## src/rtl/testchip_testclk_pkg.sv

```systemverilog
// Shared types and constants for the test clock source switch controller.
package testchip_testclk_pkg;

  typedef enum logic [2:0] {
    IDLE     = 3'd0,
    GATE_OFF = 3'd1,
    SETTLE   = 3'd2,
    GATE_ON  = 3'd3,
    DONE     = 3'd4
  } state_e;

  localparam int SETTLE_CNT_W  = 8;
  localparam int TIMEOUT_CNT_W = 12;

  function automatic int sel_width(input int num);
    return (num > 2) ? $clog2(num) : 1;
  endfunction

endpackage

```

## src/rtl/testchip_testclk_sync.sv

```systemverilog
// Two-flop synchroniser bringing the gating-cell acknowledge into the clk domain.
module testchip_testclk_sync (
  input  logic clk,
  input  logic reset,
  input  logic d,
  output logic q
);

  logic meta_q;
  logic sync_q;

  always_ff @(posedge clk or posedge reset) begin
    if (reset) begin
      meta_q <= 1'b0;
      sync_q <= 1'b0;
    end else begin
      meta_q <= d;
      sync_q <= meta_q;
    end
  end

  assign q = sync_q;

endmodule

```

## src/rtl/testchip_testclk_ctrl.sv

```systemverilog
// Glitch-safe test clock source switch: gate off, change mux select, settle, gate back on.
// Optional ack-wait timeout is enabled by defining TESTCHIP_TESTCLK_TIMEOUT_EN.
module testchip_testclk_ctrl
  import testchip_testclk_pkg::*;
#(
  parameter  int NUM_CLK     = 9,
  parameter  int SETTLE_CYC  = 4,
  parameter  int TIMEOUT_CYC = 64,
  localparam int SEL_W       = sel_width(NUM_CLK)
) (
  input  logic             clk,
  input  logic             reset,
  input  logic             req_valid,
  input  logic [SEL_W-1:0] req_sel,
  input  logic             req_en,
  output logic             req_ready,
  input  logic             gate_ack,
  output logic             gate_en,
  output logic [SEL_W-1:0] mux_sel,
  output logic             busy,
  output logic             done,
  output logic             err_sel,
  output logic             err_timeout
);

`ifdef TESTCHIP_TESTCLK_TIMEOUT_EN
  localparam int CNT_W = TIMEOUT_CNT_W;
`else
  localparam int CNT_W = SETTLE_CNT_W;
`endif

  if (NUM_CLK < 2 || NUM_CLK > 64 || SETTLE_CYC < 1 || SETTLE_CYC > 255 ||
      TIMEOUT_CYC < 16 || TIMEOUT_CYC > 4095) begin : g_bad_cfg
    $error("testchip_testclk_ctrl: parameter out of range");
  end

  state_e             state_q, state_d;
  logic               gate_en_q, gate_en_d;
  logic [SEL_W-1:0]   mux_sel_q, mux_sel_d;
  logic [SEL_W-1:0]   sel_q, sel_d;
  logic               en_q, en_d;
  logic               done_q, done_d;
  logic               err_sel_q, err_sel_d;
  logic [CNT_W-1:0]   cnt_q, cnt_d;
  logic               ack_sync;
  logic               req_fire;
  logic               sel_bad;
  logic               req_same;
  logic               settle_last;
`ifdef TESTCHIP_TESTCLK_TIMEOUT_EN
  logic               err_to_q, err_to_d;
  logic               timeout_hit;
`endif

  testchip_testclk_sync u_ack_sync (
    .clk   (clk),
    .reset (reset),
    .d     (gate_ack),
    .q     (ack_sync)
  );

  assign req_fire    = req_valid && (state_q == IDLE);
  assign sel_bad     = {1'b0, req_sel} >= (SEL_W + 1)'(NUM_CLK);
  assign req_same    = (req_sel == mux_sel_q) && (req_en == gate_en_q);
  assign settle_last = (cnt_q == CNT_W'(SETTLE_CYC - 1));
`ifdef TESTCHIP_TESTCLK_TIMEOUT_EN
  assign timeout_hit = (cnt_q == CNT_W'(TIMEOUT_CYC - 1));
`endif

  // mux_sel only moves on the GATE_OFF exit, where gate_en and the synced ack are both low
  always_comb begin
    state_d   = state_q;
    gate_en_d = gate_en_q;
    mux_sel_d = mux_sel_q;
    sel_d     = sel_q;
    en_d      = en_q;
    done_d    = 1'b0;
    err_sel_d = 1'b0;
    cnt_d     = cnt_q;
`ifdef TESTCHIP_TESTCLK_TIMEOUT_EN
    err_to_d  = err_to_q;
`endif
    unique case (state_q)
      IDLE: begin
        if (req_fire) begin
          if (sel_bad) begin
            err_sel_d = 1'b1;
          end else begin
`ifdef TESTCHIP_TESTCLK_TIMEOUT_EN
            err_to_d = 1'b0;
`endif
            if (req_same) begin
              done_d = 1'b1;
            end else begin
              state_d   = GATE_OFF;
              gate_en_d = 1'b0;
              sel_d     = req_sel;
              en_d      = req_en;
              cnt_d     = '0;
            end
          end
        end
      end
      GATE_OFF: begin
        if (!ack_sync) begin
          state_d   = SETTLE;
          mux_sel_d = sel_q;
          cnt_d     = '0;
        end
`ifdef TESTCHIP_TESTCLK_TIMEOUT_EN
        else if (timeout_hit) begin
          state_d   = IDLE;
          err_to_d  = 1'b1;
          gate_en_d = 1'b0;
        end else begin
          cnt_d = cnt_q + CNT_W'(1);
        end
`endif
      end
      SETTLE: begin
        if (settle_last) begin
          state_d   = GATE_ON;
          gate_en_d = en_q;
          cnt_d     = '0;
        end else begin
          cnt_d = cnt_q + CNT_W'(1);
        end
      end
      GATE_ON: begin
        if (!en_q || ack_sync) begin
          state_d = DONE;
          done_d  = 1'b1;
        end
`ifdef TESTCHIP_TESTCLK_TIMEOUT_EN
        else if (timeout_hit) begin
          state_d   = IDLE;
          err_to_d  = 1'b1;
          gate_en_d = 1'b0;
        end else begin
          cnt_d = cnt_q + CNT_W'(1);
        end
`endif
      end
      DONE: begin
        state_d = IDLE;
      end
      default: begin
        state_d = IDLE;
      end
    endcase
  end

  always_ff @(posedge clk or posedge reset) begin
    if (reset) begin
      state_q   <= IDLE;
      gate_en_q <= 1'b0;
      mux_sel_q <= '0;
      sel_q     <= '0;
      en_q      <= 1'b0;
      done_q    <= 1'b0;
      err_sel_q <= 1'b0;
      cnt_q     <= '0;
    end else begin
      state_q   <= state_d;
      gate_en_q <= gate_en_d;
      mux_sel_q <= mux_sel_d;
      sel_q     <= sel_d;
      en_q      <= en_d;
      done_q    <= done_d;
      err_sel_q <= err_sel_d;
      cnt_q     <= cnt_d;
    end
  end

`ifdef TESTCHIP_TESTCLK_TIMEOUT_EN
  always_ff @(posedge clk or posedge reset) begin
    if (reset) begin
      err_to_q <= 1'b0;
    end else begin
      err_to_q <= err_to_d;
    end
  end

  assign err_timeout = err_to_q;
`else
  assign err_timeout = 1'b0;
`endif

  assign req_ready = (state_q == IDLE);
  assign busy      = (state_q != IDLE);
  assign gate_en   = gate_en_q;
  assign mux_sel   = mux_sel_q;
  assign done      = done_q;
  assign err_sel   = err_sel_q;

endmodule

```

## config.mk

```make
export PLATFORM = sky130hd
export DESIGN_NAME = testchip_testclk_ctrl
export DESIGN_NICKNAME = d
export VERILOG_FILES = /design/src/rtl/testchip_testclk_pkg.sv /design/src/rtl/testchip_testclk_sync.sv /design/src/rtl/testchip_testclk_ctrl.sv
export SDC_FILE = /design/constraint.sdc
export NUM_CORES = 1
export LEC_CHECK = 0
export ABC_CLOCK_PERIOD_IN_PS = 4200
export CORE_MARGIN = 4
export CORE_UTILIZATION = 30
export CTS_CLUSTER_DIAMETER = 120
export DETAILED_ROUTE_END_ITERATION = 12
export PLACE_DENSITY = 0.6
export SETUP_SLACK_MARGIN = 0.2
export SYNTH_ARGS = -nofsm -noshare
export SYNTH_HDL_FRONTEND = slang
export SYNTH_SLANG_ARGS = --single-unit
```

## constraint.sdc

```tcl
create_clock -name clk -period 4.2 [get_ports clk]
set_clock_uncertainty 0.2 [all_clocks]
set_input_delay 0.42 -clock clk [delete_from_list [all_inputs] [get_ports clk]]
set_output_delay 0.42 -clock clk [all_outputs]
set_load 0.01 [all_outputs]
```

Word level (Yosys, flattened, before mapping)
Index checks and enable logic that the tools add are counted.

Register bits: 25. Bits of input ports: 9. Output and inout bits: 10. Logic and storage cells: 66.

$add $sub $neg: 1. Order comparisons: 1. Eq/ne operators: 12. Muxes and demuxes: 26. Bitwise gates (word level): 3. Reduce and logical (&&, ||, !) cells: 13.

Operators with widths (count): $mux W8 (5); $pmux W8 S3 (1); $mux W3 (6); $pmux W3 S4 (1); $mux W1 (11); $ne A2 B2 Y1 const B (5); $reduce_and A5 Y1 (2); $add A8 B1 Y8 const B (1); $eq A8 B2 Y1 const B (1); $eq A3 B2 Y1 const B (2); $reduce_and A6 Y1 (1); $reduce_bool A3 Y1 (2); $eq A4 B4 Y1 (1); $ge A4 B4 Y1 const B (1); $pmux W1 S2 (2); $reduce_and A4 Y1 (1); $eq A3 B1 Y1 const B (1); $logic_not A3 Y1 (1); $not A1 Y1 (3); $logic_and A1 B1 Y1 (2); $ne A2 B1 Y1 const B (1); $reduce_and A2 Y1 (1); $reduce_bool A2 Y1 (1); $eq A1 B1 Y1 (1); other kinds (2) (2).

Logic depth before layout (Yosys ltp)
Depth in word-level cells: 6. Gate-level depth with buffers: 6.

Modules after synthesis
Synthesis repeated with hierarchy kept, for this count alone.

Cells, all modules: 113. Area total of the unflattened synthesis: 1316.3 um2.

By module, submodules not included: testchip_testclk_ctrl (instances 1, cells each 110, area each 1262.5 um2, sequential area each 575.6 um2); testchip_testclk_sync (instances 1, cells each 3, area each 53.8 um2, sequential area each 50.0 um2).

Least setup slack after synthesis
No wires, ideal clock.

Kind: reg2reg. Start point: register cnt_q[1]. End point: register cnt_q[3]. Data arrival time: 1.537 ns. Required time: 3.848 ns. Setup slack: 2.311 ns. Stages on the path, launching flop included: 6. Period minus slack after synthesis: 1.889 ns. Path through: dfrtp_1 -> ha_1 -> nor4b_1 -> a21oi_4 -> a211oi_1 -> a21boi_0.

Longest elaborated chain between the ends: 3.

Ends and longest elaborated chain: start, declared (RTL line testchip_testclk_ctrl.sv:44) `logic [CNT_W-1:0] cnt_q, cnt_d;`; start signal, assigned (RTL line testchip_testclk_ctrl.sv:171) `cnt_q <= cnt_d;`; $add A8 B1 Y8 / $eq A8 B2 Y1 (equally long branches) (RTL line testchip_testclk_ctrl.sv:126, testchip_testclk_ctrl.sv:65); $mux W8 (*) (RTL line testchip_testclk_ctrl.sv:121) `if (settle_last) begin`; $pmux W8 S3 (*) (RTL line testchip_testclk_ctrl.sv:83) `unique case (state_q)`.

Mark *: on every way between the ends. The rest lies on a longest branch, timed or not. A chain may end at the register's enable or synchronous reset.

Final worst setup path
Start point: register state_q[1]. End point: output port req_ready.

Longest elaborated chain between the ends: 1.

Ends and longest elaborated chain: start, declared (RTL line testchip_testclk_ctrl.sv:37) `state_e state_q, state_d;`; start signal, assigned (RTL line testchip_testclk_ctrl.sv:164) `state_q <= state_d;`; $logic_not A3 Y1 (RTL line testchip_testclk_ctrl.sv:189) `assign req_ready = (state_q == IDLE);`; end, declared (RTL line testchip_testclk_ctrl.sv:16) `output logic req_ready,`.

No other way between the ends.

==> flow_summary.toml <==
[status]
outcome = "complete, no violations"

[power_and_ir_drop]
comb_power_share_pct = 44.9
irDropWorstVdd_mv = 0.293
leakage_nw = 0.645
seqPwrFrac_pct = 41.4
internal_power_mw = 0.622
power_density_mw_per_mm2 = 642
clkPwrFrac_pct = 13.7
netSwitchingFraction_pct = 40.1
switching_power_mw = 0.416
fin_total_pwr_mw = 1.04

[critical_path]
slowest_stage = "clkdlybuf4s50_1"
r2r_cells = 5
timing.rr.start = "cnt_q[1]"
worst-path-max-fanout = 11
crit_type = "reg -> out"
cp-start-kind = "register"
slowest_delay_ns = 0.53
endpoint_kind = "output pin"
crit_chain = "or3_4, clkinv_4, clkdlybuf4s50_1"
r2r_end = "cnt_q[3]"
crit_family = "buffers and inverters"
critPathBufInv = 2
regToRegSetupSlack_ns = 1.91
cp.arrival_ns = 1.84
required_ns = 3.58

[cts]
clock_latency_ns = 0.27
cts_max_level = 1
clockRootBuffer = "clkbuf_8"
clk_transition_reported_paths_ns = 0.08
clockBufferDepth = 2
cts_setup_buffers = 0
cts_buffers = 3
cts_resized = 0
cts_hold_buf = 0
clock-sinks = 25
cts_tree = "done"

[routing]
drt_first_pass_iters = 4
ant_nets = 0
num_vias = 967
finalWirelength_um = 2680
drc = 0
drt_first_iter_violations = 56
routedWlPerCell_um = 13.7
via_per_inst = 4.93

[cells_and_area]
nets = 155
post-route-util_pct = 36.9
regArea_um2 = 626
fill_cells = 450
drive_gt1_share_pct = 14.6
area_delta_synth_final_pct = 18.4
multi_input_area_um2 = 659
insertedDiodeCount = 0

[floorplanning]
dieHeight_um = 75.5
rows = 24
boundaryPins = 19
die-width_um = 75.5
die_area_mm2 = 0.00569
core-area_mm2 = 0.00438
start_util_pct = 31.1

[yosys]
syn_nets = 136
netlist_top_cells_area = "dfrtp_1, mux2_1, mux2_2, xor2_1, inv_1"
synth.most_common_cell = "dfrtp_1"
synth_top_area_share_pct = 45.8
synthArstFlopShare_pct = 100
ys_seq_area_share_pct = 45.8
synthesis.area_mm2 = 0.00137
synth_cell_types = 45
ys_top_cells_by_count = "dfrtp_1, inv_1, nor2_1"
yosys_warnings = 0
dominantRegCellSynth = "dfrtp_1"
yosys.area.top_type = "dfrtp_1"
synth_edf_count = 0
synthCells = 126
avgSynthCellArea_um2 = 10.8
ys_ff_latch = 25

[place]
dpl_worst_slack_ns = 1.71
place.gp.congestion = 0.815
dp_hpwl_um = 2040
io_buffers = 17

[sta]
fmax_ghz = 0.407
layout_setup_ws_ns = 1.74
setup_viol = 0
drv_slew = 0
rsz0062_at_grt = "no"
period_minus_slack_ns = 2.46
post-route-period-util_pct = 58.5
worst_pin_slew_ns = 0.952
setup_tns_ns = 0
maxSlewHeadroom_pct = 36.4
hold_viol_final = 0
timing.hold.ws_ns = 0.158

[grt]
gr-usage-all-layers_pct = 11.3
grt_pass1_vias = 1087
antenna_found_initial = 0
grt_pass1_wl_um = 4880
grt_max_degree = 26
grt_overflow_total = 0

[min_path]
hp-class = "reg -> reg"
min_from = "u_ack_sync.meta_q"
hold_path_depth = 0
whs_endpoint = "u_ack_sync.q"

[job]
maxCapViolCount = 0
==> kinds of logic (layout without fill, tap and decap cells) <==
logic type	count (synthesis)	after routing	share of synthesized area (%)
DFF	25	25	45.8
AOI/OAI and AO/OA	30	30	17.8
xor gates and xnor gates	5	5	3.21
other	1	1	0.275
buffers and inverters	15	33	5.87
muxes	11	11	8.89
adders and majority gates	1	1	0.916
and+or+nand+nor	38	38	17.2
==> per-stage QoR <==
step | cell area (µm²) | instances
after detailed placement | 1570 | 192
after global placement | 1570 | 192
after global routing | 1620 | 196
after floorplan | 1370 | 126
final | 1620 | 196
after CTS | 1620 | 196
==> worst reg2reg max path, delay by kind of cell, from the launching register on <==
kind / cells / cell delay [ns]
AOI/OAI and AO/OA: 3 / 0.63
and+or+nand+nor: 1 / 0.58
DFF: 1 / 0.45
adders and majority gates: 1 / 0.27
==> registers in the layout, summed over array words and instances (netlist names) <==
register           flops
done                   1
en_q                   1
u_ack_sync.meta_q      1
gate_en                1
err_sel                1
cnt_q                  8
mux_sel                4
u_ack_sync.q           1
state_q                3
sel_q                  4
==> routing by layer <==
metal	global-route usage [%]	routed length [µm]	up-vias
met5	0	0	-
met4	5.63	59	0
met3	2.51	102	5
met2	19.8	1330	18
met1	12.8	1190	457
li1	-	-	487
==> how the worst max path moves through the flow <==
stage          startpoint  cells past startpoint  slack, ns         to
4_1_cts        state_q[1]                      3       1.74  req_ready
3_5_place_dp   req_sel[0]                      5       1.71   cnt_q[3]
5_1_grt        state_q[1]                      3       1.65  req_ready
6_report       state_q[1]                      3       1.74  req_ready
2_1_floorplan    cnt_q[1]                      5       2.31   cnt_q[3]
3_3_place_gp   req_sel[0]                      5       1.82   cnt_q[3]
==> area by class of cell <==
cell class                 instances  share of cell area (%)
tap                               52                    4.02
sequential                        25                    38.7
timing repair buffer              17                    10.5
clock buffer                       3                    2.55
multi-input combinational         86                    40.8
inverter                          12                    3.10
clock inverter                     1                   0.310
==> placed cells by master, fill, tap and decap left out, types with 2 or more instances in the layout <==
master	Yosys	layout
mux2_1	5	5
clkdlybuf4s50_1	0	17
a211oi_1	2	2
xor2_1	5	5
inv_1	11	11
a21oi_4	2	2
nand3_1	5	5
nand4_1	2	2
dfrtp_1	25	25
o221ai_1	2	2
a21oi_1	6	6
clkbuf_8	0	3
nor2_1	8	8
mux2_2	4	4
o21a_1	2	2
nor3_1	4	4
nand2_1	6	6
mux2i_1	2	2
o21ai_0	6	6
==> power by group through the flow <==
stage / combinational [mW] / sequential [mW] / clock, mW
floorplan: 0.344 / 0.408 / 0
global placement: 0.461 / 0.429 / 0
detailed placement: 0.472 / 0.432 / 0
CTS: 0.475 / 0.428 / 0.150
global route: 0.518 / 0.450 / 0.161
finish: 0.466 / 0.430 / 0.143
No activity file was read; power rests on OpenSTA's default activity.
